File: src/rtl/i2c_arb_pkg.sv
// Shared types for the I2C command arbiter: FSM encoding, completion codes and command layout.
// Every field offset into a requester's command slice is defined here.
package i2c_arb_pkg;

  typedef enum logic [1:0] {
    IDLE      = 2'd0,
    LAUNCH    = 2'd1,
    WAIT_DONE = 2'd2,
    RESP      = 2'd3
  } arb_state_t;

  localparam logic [1:0] ERR_OK      = 2'b00;
  localparam logic [1:0] ERR_NACK    = 2'b01;
  localparam logic [1:0] ERR_TIMEOUT = 2'b10;

  localparam int CMD_W     = 24;
  localparam int RW_BIT    = 23;
  localparam int SADDR_LSB = 16;
  localparam int SADDR_W   = 7;
  localparam int RADDR_LSB = 8;
  localparam int RADDR_W   = 8;
  localparam int WDATA_LSB = 0;
  localparam int WDATA_W   = 8;

endpackage

File: src/rtl/i2c_cmd_arbiter_rr.sv
// Combinational round-robin pick: first set request at or after ptr, wrapping N-1 to 0.
// Zero latency; no state, so the caller owns the pointer.
module rr_arbiter #(
  parameter int N  = 4,
  parameter int IW = 2
) (
  input  logic [N-1:0]  req,
  input  logic [IW-1:0] ptr,
  output logic [N-1:0]  grant,
  output logic [IW-1:0] idx,
  output logic          any
);

  always_comb begin : pick
    int j;
    j     = 0;
    grant = '0;
    idx   = '0;
    any   = 1'b0;
    for (int i = 0; i < N; i++) begin
      j = int'(ptr) + i;
      if (j >= N) j = j - N;
      if (!any && req[j]) begin
        any      = 1'b1;
        grant[j] = 1'b1;
        idx      = IW'(j);
      end
    end
  end

endmodule

File: src/rtl/i2c_cmd_arbiter.sv
// Shares one I2C master engine among NREQ requesters, one command in flight at a time.
// Grant->m_start is 1 cycle (held off while m_busy); m_done->rsp_valid is 1 cycle; WAIT_DONE is bounded by TIMEOUT.
module i2c_cmd_arbiter
  import i2c_arb_pkg::*;
#(
  parameter int NREQ    = 4,
  parameter int TIMEOUT = 4096
) (
  input  logic                  clk,
  input  logic                  rst,
  input  logic [NREQ-1:0]       req_valid,
  input  logic [CMD_W*NREQ-1:0] req_cmd,
  output logic [NREQ-1:0]       req_ready,
  output logic [NREQ-1:0]       rsp_valid,
  output logic [7:0]            rsp_rdata,
  output logic [1:0]            rsp_err,
  output logic                  m_start,
  output logic                  m_rw,
  output logic [6:0]            m_saddr,
  output logic [7:0]            m_raddr,
  output logic [7:0]            m_wdata,
  input  logic                  m_busy,
  input  logic                  m_done,
  input  logic [7:0]            m_rdata,
  input  logic                  m_nack
);

  localparam int IW = (NREQ > 1) ? $clog2(NREQ) : 1;
  localparam int CW = (TIMEOUT > 1) ? $clog2(TIMEOUT) : 1;

  arb_state_t       state_q, state_d;
  logic [IW-1:0]    ptr_q, owner_q, arb_idx;
  logic [NREQ-1:0]  arb_grant;
  logic             arb_any;
  logic [CMD_W-1:0] cmd_q;
  logic [CW-1:0]    cnt_q;
  logic [7:0]       rdata_q;
  logic [1:0]       err_q;
  logic             timeout_hit;

  rr_arbiter #(.N(NREQ), .IW(IW)) u_rr (
    .req   (req_valid),
    .ptr   (ptr_q),
    .grant (arb_grant),
    .idx   (arb_idx),
    .any   (arb_any)
  );

  assign timeout_hit = (cnt_q == CW'(TIMEOUT - 1));

  always_ff @(posedge clk or posedge rst) begin
    if (rst) state_q <= IDLE;
    else     state_q <= state_d;
  end

  always_comb begin
    state_d = state_q;
    case (state_q)
      IDLE:      if (arb_any) state_d = LAUNCH;
      LAUNCH:    if (!m_busy) state_d = WAIT_DONE;
      WAIT_DONE: if (m_done || timeout_hit) state_d = RESP;
      RESP:      state_d = IDLE;
      default:   state_d = IDLE;
    endcase
  end

  // req_ready is masked by rst so a pending request is not acknowledged while held in reset.
  always_comb begin
    req_ready = '0;
    m_start   = 1'b0;
    rsp_valid = '0;
    case (state_q)
      IDLE:    if (!rst) req_ready = arb_grant;
      LAUNCH:  m_start = !m_busy;
      RESP:    rsp_valid[owner_q] = 1'b1;
      default: ;
    endcase
  end

  always_ff @(posedge clk or posedge rst) begin
    if (rst) begin
      ptr_q   <= '0;
      owner_q <= '0;
      cmd_q   <= '0;
      cnt_q   <= '0;
      rdata_q <= '0;
      err_q   <= ERR_OK;
    end else begin
      case (state_q)
        IDLE: if (arb_any) begin
          owner_q <= arb_idx;
          cmd_q   <= req_cmd[arb_idx*CMD_W +: CMD_W];
        end
        LAUNCH: cnt_q <= '0;
        WAIT_DONE: begin
          cnt_q <= cnt_q + 1'b1;
          // A completion landing on the last allowed cycle still counts as a completion.
          if (m_done) begin
            rdata_q <= cmd_q[RW_BIT] ? m_rdata : 8'h00;
            err_q   <= m_nack ? ERR_NACK : ERR_OK;
          end else if (timeout_hit) begin
            rdata_q <= 8'h00;
            err_q   <= ERR_TIMEOUT;
          end
        end
        RESP: ptr_q <= (owner_q == IW'(NREQ - 1)) ? '0 : owner_q + 1'b1;
        default: ;
      endcase
    end
  end

  assign rsp_rdata = rdata_q;
  assign rsp_err   = err_q;
  assign m_rw      = cmd_q[RW_BIT];
  assign m_saddr   = cmd_q[SADDR_LSB +: SADDR_W];
  assign m_raddr   = cmd_q[RADDR_LSB +: RADDR_W];
  assign m_wdata   = cmd_q[WDATA_LSB +: WDATA_W];

endmodule

File: config.mk
export PLATFORM = sky130hd
export DESIGN_NAME = i2c_cmd_arbiter
export DESIGN_NICKNAME = d
export VERILOG_FILES = /design/src/rtl/i2c_arb_pkg.sv /design/src/rtl/i2c_cmd_arbiter_rr.sv /design/src/rtl/i2c_cmd_arbiter.sv
export SDC_FILE = /design/constraint.sdc
export NUM_CORES = 1
export LEC_CHECK = 0
export ABC_AREA = 0
export CORE_ASPECT_RATIO = 0.9
export CORE_UTILIZATION = 41
export DETAILED_ROUTE_END_ITERATION = 7
export DONT_BUFFER_PORTS = 1
export PLACE_DENSITY_LB_ADDON = 0.3
export SYNTH_ARGS = -nofsm -noshare
export SYNTH_HDL_FRONTEND = slang
export SYNTH_HIERARCHICAL = 1
export SYNTH_SLANG_ARGS = --single-unit
File: constraint.sdc
create_clock -name clk -period 4 [get_ports clk]
set_clock_uncertainty 0.2 [all_clocks]
set_input_delay 0.4 -clock clk [delete_from_list [all_inputs] [get_ports clk]]
set_output_delay 0.4 -clock clk [all_outputs]
set_load 0.02 [all_outputs]
==> results of run 1 <==
## through the flow
stage / instances / hold WS [ns] / utilization, % / worst slack [ns]
after floorplan: 261 / 0.290 / - / 0.753
after global placement: 353 / 0.291 / 43.2 / 0.270
after detailed placement: 353 / 0.297 / 43.2 / 0.112
after CTS: 362 / 0.0289 / 44.7 / 0.0998
after global routing: 365 / 0.0226 / 45.3 / 0.218
final: 365 / 0.0257 / 45.3 / 0.461
## area by class of cell
| class | count | share of cell area [%] |
|---|---|---|
| timing repair buffer | 11 | 3.37 |
| clock buffer | 5 | 1.89 |
| sequential | 52 | 35.8 |
| clock inverter | 3 | 1.27 |
| multi-input combinational | 182 | 53.0 |
| tap | 99 | 3.40 |
| inverter | 13 | 1.34 |
## worst max path at each step
| stage | start | end | slack [ns] | cells after the start |
|---|---|---|---|---|
| 2_1_floorplan | ptr_q[0] | cmd_q[10] | 0.75 | 12 |
| 3_5_place_dp | ptr_q[1] | cmd_q[14] | 0.11 | 7 |
| 5_1_grt | ptr_q[1] | cmd_q[7] | 0.22 | 7 |
| 6_report | ptr_q[1] | cmd_q[23] | 0.46 | 7 |
| 3_3_place_gp | ptr_q[1] | cmd_q[23] | 0.27 | 8 |
| 4_1_cts | ptr_q[1] | cmd_q[14] | 0.1 | 7 |
## power groups by stage
stage               sequential (mW)  combinational (mW)  clock, mW
floorplan                      1.09                1.71          0
global placement               1.14                1.90          0
detailed placement             1.14                1.94          0
CTS                            1.13                1.94      0.385
global route                   1.16                2.22      0.399
finish                         1.13                2.02      0.371
## metal layers
metal | up-vias | track usage (%) | wire, µm
met2 | 108 | 26.2 | 3440
met5 | - | 0 | 0
met1 | 1089 | 20.2 | 2830
met4 | 0 | 3.99 | 57
li1 | 1003 | - | -
met3 | 8 | 4.63 | 545
## kinds of logic (layout without fill, tap and decap cells)
group	Yosys count	after routing	synth area share, %
muxes	62	62	30.8
xor gates and xnor gates	7	7	1.82
DFF	52	52	38.5
AOI/OAI and AO/OA	39	39	8.11
adders and majority gates	18	18	6.67
and+or+nand+nor	56	56	9.30
buffers and inverters	27	32	4.82
## flip-flops by register name, indices dropped and copies added, names as in the netlist
| register | cells |
|---|---|
| rsp_err | 2 |
| rsp_rdata | 8 |
| owner_q | 2 |
| state_q | 2 |
| ptr_q | 2 |
| cnt_q | 12 |
| cmd_q | 24 |
## repair_timing
| action | CTS | global route |
|---|---|---|
| setup endpoints to repair | 0 | 24 |
| hold buffers | 1 | 0 |
| resized for setup | 0 | 1 |
| buffers inserted | 0 | 3 |
| endpoints found under the hold margin | 1 | 0 |
## layout by cell type, fill, tap and decap left out, types with 6 or more instances in the layout
| cell type | instances |
|---|---|
| a22o_1 | 10 |
| nor2_1 | 11 |
| mux2_2 | 30 |
| ha_1 | 18 |
| buf_4 | 7 |
| nand3_1 | 6 |
| mux4_2 | 20 |
| dfrtp_1 | 52 |
| inv_1 | 12 |
| o21ai_0 | 9 |
| mux4_1 | 8 |
| a22oi_1 | 8 |
| nand2_1 | 8 |
| and3_1 | 6 |
==> impl_results.md, run 1 <==
- Grt ovf: 0
- Vias per Instance: 6.05
- Crit-path most repeated cell: mux4_2
- Synthesized instance count: 261
- Clk sinks: 52
- Max capacitance violation total: 0
- Largest net degree at the start of global routing: 53
- Critical path capture point type: register
- Starting Density: 42.1%
- CP startpoint kind: register
- Drt drc: 12
- Most frequent cell after synthesis: dfrtp_1
- CTS buffer count: 5
- Worst slew pin tran: 0.659 ns
- # IOs: 156
- RR Endpoint: cmd_q[23]
- Max stage delay on crit path: 0.62 ns
- Leading area contributor after synthesis: dfrtp_1
- N_diodes: 0
- Yosys reg bits: 52
- DP HPWL: slightly above 5000 µm
- Total negative slack: 0 ns
- Worst path top cell family by delay: multiplexers
- Port-buffer cells: 0
- Part of the power in combinational logic: 57.4%
- Seq. cell area: 0.00130 mm²
- CTS H-tree depth: 2
- Die Height: 88.1 µm
- CTS tree: built
- ANT nets after route: 0
- Fin area: 0.00364 mm²
- Post-synth top cells: dfrtp_1, mux2_2, mux4_2, ha_1, inv_1
- Switch share: a little over two fifths
- Setup slack, reg-to-reg: 0.46 ns
- Worst-path clk slew: ~0.10 ns
- Core area: 0.00803 mm²
- Arr. time, crit path: between 3 and 4 ns
- Top post-synthesis cells by area: dfrtp_1, mux4_2, mux2_2, ha_1, mux4_1
- Pwr Density: 967 mW/mm²
- Global-route wire length before repair: 10500 µm
- Critical Path RT: about 4 ns
- Failing checks: DRC
- CP cell instances: inv_1, ha_1, mux4_2, o311ai_0, a32o_2, mux4_2, mux2_2
- Post-synth top area share: about two fifths
- Antenna violations before repair: 0
- Avg Cell Area, Syn: 12.9 µm²
- Slew Viols, Final: 0
- Crit path buffers/inverters: 1
- Final-report hold violation count: 0
- Routed WL per cell: ~19 µm
- Reg2reg start: ptr_q[1]
- Placed Area: 0.00347 mm²
- RSZ-0062 raised after global routing: no
- Vias in the first global route: 2090
- Synthesis-to-finish area growth: 7.78%
- Area of the multi-input gates: 0.00193 mm²
- Iteration-0 DRC Markers: 68
- Max_slew headroom: 56.0%
- Worst-path maximum fanout: 25
- DR vias: 2208
- Final worst-path cycle share: between 80% and 90%
- Root Driver: clkbuf_8
- Clk pwr share: 10.6%
- Ys flop type: dfrtp_1
- Register share of total power: between 30% and 40%
- Crit path time final: between 3 and 4 ns
- Final nets: 396
- Post-synth EDFFs: 0
- Syn Nets: 392
- Share of cells above drive strength 1: between 20% and 30%
- Int Power: around 2.1 mW
- Leak Pwr: approximately 1.5 nW
- Slowest cell on crit path: a32o_2
- Finish-stage setup viols: 0
- Die Area: 0.00860 mm²
- Row Count: 31
- WS Path Type: reg2reg
- Placer Congestion: 0.861
- Total power: 3.52 mW
- Max Buffers Root-to-Sink: 2
- Post-synthesis sequential area ratio: 38.5%
- Worst-case reg-to-reg path depth: 7
- Chip Width: 97.7 µm
- Worst Hold Class: in2async
- Sw power: about 1.5 mW
- Status: complete, but fails checks
- Mapped cell area: 0.00338 mm²
- VDD IR max: approximately 420 µV
- Synthesis Warnings: 6
- Total GRT Usage: 15.7%
- Max Clk Rate: 283 MHz
- Async SR Flop Fraction: 100%
- Post-synth cell types: 39
- First-pass DRT Iterations: 8
- Worst-skew pair later-pin latency: ~0.3 ns
- # fillers: roughly 700
- Drt total wl: 6880 µm
(Power assumes the default switching activity.)
==> run 2: changes to the inputs <==
Settings changed: REMOVE_ABC_BUFFERS set to 1.
==> run 2 against run 1 <==
The run ends with DRC, hold timing left. Register-to-register slack worse by 0.16 ns. Sequential share of layout area grew 0.49 points. Global-route usage increased by 2.2 points. Via count is 0.36% lower. Clock-buffer cell count rose by 1. Combinational power is 4% lower. Critical path type unchanged.
==> impl_results.md, run 2 (synthesis results as in run 1) <==
- Status: complete, but fails checks (unchanged)
- Failing checks: DRC, hold timing (was DRC)
- Post-cts resize count: 0 (unchanged)
- Global-route wire length before repair: 11900 µm (was 10500 µm)
- Worst-path clk slew: 0.09 ns (was 0.10 ns)
- Hold slack: -0.00694 ns (was 0.0257 ns)
- Max capacitance violation total: 0 (unchanged)
- Antenna violations before repair: 0 (unchanged)
- Worst-skew pair later-pin latency: 0.30 ns (about the same)
- Pre-CTS setup slack: 0.296 ns (was 0.112 ns)
- Largest net degree at the start of global routing: 53 (unchanged)
- Drt drc: 4 (was 12)
- ANT nets after route: 0 (unchanged)
- Chip Width: 97.7 µm (unchanged)
- Clk sinks: 52 (unchanged)
- Max Clk Rate: 270 MHz (was 283 MHz)
- DR vias: 2200 (was 2208)
- Total GRT Usage: 17.9% (was 15.7%)
- Root Driver: clkbuf_8 (unchanged)
- Die Height: 88.1 µm (unchanged)
- Share of cells above drive strength 1: 26.1% (was 27.4%)
- Total power: 3.42 mW (was 3.52 mW)
- Row Count: 31 (unchanged)
- Grt ovf: 0 (unchanged)
- CTS buffer count: 5 (unchanged)
- Max_slew headroom: 42.0% (was 56.0%)
- Port-buffer cells: 0 (unchanged)
- Final Util: 44.7% (was 45.3%)
- Arr. time, crit path: 3.69 ns (was 3.54 ns)
- Pwr Density: 953 mW/mm² (was 967 mW/mm²)
- Die Area: 0.00860 mm² (unchanged)
- Leak Pwr: 1.51 nW (was 1.53 nW)
- # IOs: 156 (unchanged)
- First-pass DRT Iterations: 6 (was 8)
- Slew Viols, Final: 0 (unchanged)
- Critical Path RT: 3.99 ns (was 4.00 ns)
- VDD IR max: 437 µV (was 418 µV)
- Placed insts: 354 (was 353)
- Crit path time final: 3.70 ns (was 3.54 ns)
- Vias per Instance: 6.06 (was 6.05)
- Final-report hold violation count: 2 (was 0)
- Max Buffers Root-to-Sink: 2 (unchanged)
- CTS H-tree depth: 2 (unchanged)
- DP HPWL: 5860 µm (was 5150 µm)
- Worst slew pin tran: 0.869 ns (was 0.659 ns)
- CTS tree: built (unchanged)
- Number of flip-flops in the largest register: 24 (unchanged)
- RSZ-0062 raised after global routing: no (unchanged)
- WS Path Type: reg2reg (unchanged)
- Worst Hold Class: in2async (unchanged)
- Vias in the first global route: 2298 (was 2090)
- Total negative slack: 0 ns (unchanged)
- Fin area: 0.00359 mm² (was 0.00364 mm²)
- Final Non-Filler Cells: 363 (was 365)
- Placed Area: 0.00347 mm² (about the same)
- Worst-path maximum fanout: 14 (was 25)
- Final nets: 394 (was 396)
- Largest Register: cmd_q (unchanged)
- Routed WL per cell: 21.0 µm (was 18.8 µm)
- CP startpoint kind: register (unchanged)
- Drt total wl: 7610 µm (was 6880 µm)
- Starting Density: 42.1% (unchanged)
- Final worst-path cycle share: 92.6% (was 88.5%)
- Critical path capture point type: register (unchanged)
- Most frequent cells in the layout: dfrtp_1, mux2_2, mux4_2 (unchanged)
- Setup ws final: 0.297 ns (was 0.461 ns)
- Placer Congestion: 0.796 (was 0.861)
- Iteration-0 DRC Markers: 138 (was 68)
- Synthesis-to-finish area growth: 6.34% (was 7.78%)
- Commonest non-fill, non-tap cell in the layout: dfrtp_1 (unchanged)
- Core area: 0.00803 mm² (unchanged)
- Finish-stage setup viols: 0 (unchanged)
- N_diodes: 0 (unchanged)
run 2: changes by cell type in the layout (fill, tap and decap cells not counted), sizes merged:
cell	change
buf	-2
clkinv	+1
clkinvlp	-1
inv	-1
clkbuf	+1
run 2: where the power goes:
group / internal, mW / total [mW] / switching [mW]
logic: 1.04 / 1.93 / 0.890
clock network: 0.186 / 0.355 / 0.169
registers: 0.746 / 1.14 / 0.391
total: 1.97 / 3.42 / 1.45
run 2: final timing paths:
check,startpoint,to,slack [ns],cells after the start
hold reg to reg,cnt_q[0],cnt_q[0],0.35,1
setup / recovery,ptr_q[0],cmd_q[2],0.30,8
setup reg to reg,ptr_q[0],cmd_q[2],0.30,8
hold / removal,rst,state_q[0],-0.007,2
min in group clk,m_rdata[4],rsp_rdata[4],0.03,1
max in group asynchronous,rst,cmd_q[21],3.14,2
run 2: critical path: stages (launching register included):
cell	delay (ns)
dfrtp_1	0.59
inv_1	0.17
ha_1	0.39
mux4_2	0.39
a21oi_1	0.10
o31ai_4	0.71
buf_12	0.25
mux4_2	0.51
mux2_2	0.27
run 2: metal layers:
layer,track usage (%),wire (µm),vias up
li1,-,-,996
met5,0,0,-
met2,30.3,3980,91
met4,4.41,55,0
met1,22.6,3010,1105
met3,5.67,570,8
run 2: layout make-up:
cell class              count  area [µm²]
clock buffers               6        72.6
flip-flops and latches     52        1300
multi-input cells         182        1930
fillers                   707        4440
repair buffers              9        82.6
clock inverters             2        35.0
well taps                  99         124
inverters                  13        48.8
run 2: timing repair:
| action | CTS | global route |
|---|---|---|
| setup buffers | 0 | 0 |
| endpoints found under the hold margin | 1 | 0 |
| hold buffers | 1 | 0 |
==> run 3: changes to the inputs <==
Settings changed: CORE_UTILIZATION 41 to 50.
==> run 3 against run 2 <==
The run now ends clean. Flip-flop and latch count did not move. First-iteration DRC count decreased by 2.2%. Core utilization is 9.7 points higher. Sequential power about the same. Cell count shrank 3.0%. Clock power grew 3%. Critical endpoint is now cmd_q[19]. Global-route usage up 4.0 points.
==> impl_results.md, run 3 (synthesis results as in run 1) <==
- Die Area: 0.00709 mm² (was 0.00860 mm²)
- Pwr Density: 953 mW/mm² (about the same)
- Largest Register: cmd_q (unchanged)
- Drt total wl: 7420 µm (was 7610 µm)
- Final-report hold violation count: 0 (was 2)
- Clk sinks: 52 (unchanged)
- Core area: 0.00655 mm² (was 0.00803 mm²)
- Seq. cell area: 0.00130 mm² (unchanged)
- Max Buffers Root-to-Sink: 2 (unchanged)
- Total power: 3.40 mW (was 3.42 mW)
- Starting Density: 51.5% (was 42.1%)
- Total GRT Usage: 21.9% (was 17.9%)
- WS Path Type: reg2reg (unchanged)
- Area of the multi-input gates: 0.00193 mm² (unchanged)
- Slew Viols, Final: 0 (unchanged)
- Final Non-Filler Cells: 352 (was 363)
- Drt drc: 0 (was 4)
- Port-buffer cells: 0 (unchanged)
- Final nets: 392 (was 394)
- Grt ovf: 0 (unchanged)
- Vias in the first global route: 2228 (was 2298)
- CTS tree: built (unchanged)
- VDD IR max: 556 µV (was 437 µV)
- Leak Pwr: 1.50 nW (was 1.51 nW)
- DR vias: 2232 (was 2200)
- Worst-skew pair later-pin latency: 0.30 ns (about the same)
- First-pass DRT Iterations: 4 (was 6)
- # fillers: 560 (was 707)
- DP HPWL: 5460 µm (was 5860 µm)
- Chip Width: 88.6 µm (was 97.7 µm)
- Setup slack, reg-to-reg: 0.43 ns (was 0.30 ns)
- Max Clk Rate: 280 MHz (was 270 MHz)
- Status: finished, final reports clean (was complete, but fails checks)
- Final worst-path cycle share: 89.4% (was 92.6%)
- Root Driver: clkbuf_8 (unchanged)
- Critical Path RT: 3.99 ns (about the same)
- Die Height: 80.0 µm (was 88.1 µm)
- Vias per Instance: 6.34 (was 6.06)
- Max_slew headroom: 54.7% (was 42.0%)
- Critical path capture point type: register (unchanged)
- CTS buffer count: 5 (unchanged)
- Largest net degree at the start of global routing: 30 (was 53)
- Slowest cell on crit path: mux4_1 (was o31ai_4)
- Worst Hold Class: in2reg (was in2async)
- Crit path time final: 3.57 ns (was 3.70 ns)
- Total negative slack: 0 ns (unchanged)
- Worst-path clk slew: 0.10 ns (was 0.09 ns)
- Synthesis-to-finish area growth: 5.63% (was 6.34%)
- Setup bufs post-CTS: 0 (unchanged)
- Iteration-0 DRC Markers: 135 (was 138)
- Placed insts: 342 (was 354)
- Placer Congestion: 0.770 (was 0.796)
- N_diodes: 0 (unchanged)
- CP startpoint kind: register (unchanged)
- Max capacitance violation total: 0 (unchanged)
- RSZ-0062 raised after global routing: no (unchanged)
- Number of flip-flops in the largest register: 24 (unchanged)
- Most frequent cells in the layout: dfrtp_1, mux2_2, mux4_2 (unchanged)
- Share of cells above drive strength 1: 25.2% (was 26.1%)
- CTS H-tree depth: 2 (unchanged)
- Arr. time, crit path: 3.57 ns (was 3.69 ns)
- ANT nets after route: 0 (unchanged)
- Commonest non-fill, non-tap cell in the layout: dfrtp_1 (unchanged)
- Finish-stage setup viols: 0 (unchanged)
- CP cell instances: inv_1, ha_1, mux4_2, and2b_2, o21ai_0, o31ai_4, buf_12, mux4_1, mux2_2 (was inv_1, ha_1, mux4_2, a21oi_1, o31ai_4, buf_12, mux4_2, mux2_2)
- Row Count: 28 (was 31)
- Routed WL per cell: 21.1 µm (was 21.0 µm)
- Antenna violations before repair: 0 (unchanged)
- Max stage delay on crit path: 0.58 ns (was 0.71 ns)
- # IOs: 156 (unchanged)
- Worst-path maximum fanout: 25 (was 14)
- Global-route wire length before repair: 11400 µm (was 11900 µm)
- Worst slew pin tran: 0.675 ns (was 0.869 ns)
## run 3: changes by cell type in the layout (fill, tap and decap cells not counted)
cell	delta
dlygate4sd3_1	+1
buf_4	-3
## run 3: what timing repair did
item | CTS | global route
hold buffers | 2 | 0
gates resized for setup | 0 | 0
hold endpoints to repair | 24 | 0
endpoints found under the setup margin | 0 | 0
## run 3: path summary, 6_finish.rpt
| path | startpoint | endpoint | depth (start not counted) |
|---|---|---|---|
| min in group asynchronous | rst | ptr_q[1] | 2 |
| max | ptr_q[1] | cmd_q[19] | 9 |
| min reg2reg | cnt_q[0] | cnt_q[0] | 1 |
| max reg2reg | ptr_q[1] | cmd_q[19] | 9 |
| min | m_rdata[0] | rsp_rdata[0] | 1 |
| max in group asynchronous | rst | cnt_q[1] | 3 |
## run 3: report_power, final
part / leakage, nW / switching (mW) / total (mW) / internal [mW]
clock network: 0.0552 / 0.179 / 0.365 / 0.186
registers: 0.651 / 0.393 / 1.14 / 0.746
logic: 0.791 / 0.883 / 1.90 / 1.01
## run 3: final cells by class
class | count | share of cell area [%]
clock buffer | 6 | 2.03
clock inverter | 2 | 0.982
inverter | 13 | 1.37
multi-input combinational | 182 | 54.0
sequential | 52 | 36.5
tap | 90 | 3.16
timing repair buffer | 7 | 1.96
## run 3: metal layers
metal  global-route usage (%)  vias up  share of wire, %
met5                        0        -                 0
met4                     5.00        0               1.4
met3                     7.45       10               7.1
met2                     35.3       99                50
met1                     28.4     1126                41
li1                         -      997                 -
## run 3: through the flow
step                      utilization (%)  instance area [µm²]  hold slack (ns)  setup slack, ns
after floorplan                         -                 3260            0.290            -1.81
after global routing                 54.4                 3570          0.00364            0.234
after detailed placement             52.5                 3440            0.187            0.486
after CTS                            54.4                 3570           0.0163            0.461
after global placement               52.5                 3440            0.179            0.592
final                                54.4                 3570           0.0258            0.426
## run 3: critical path, delay by kind of cell (launching register included)
kind / cells / cell delay, ns
buffers and inverters: 2 / 0.44
muxes: 3 / 1.29
and+or+nand+nor: 1 / 0.30
AOI/OAI and AO/OA: 2 / 0.26
DFF: 1 / 0.56
adders and majority gates: 1 / 0.39
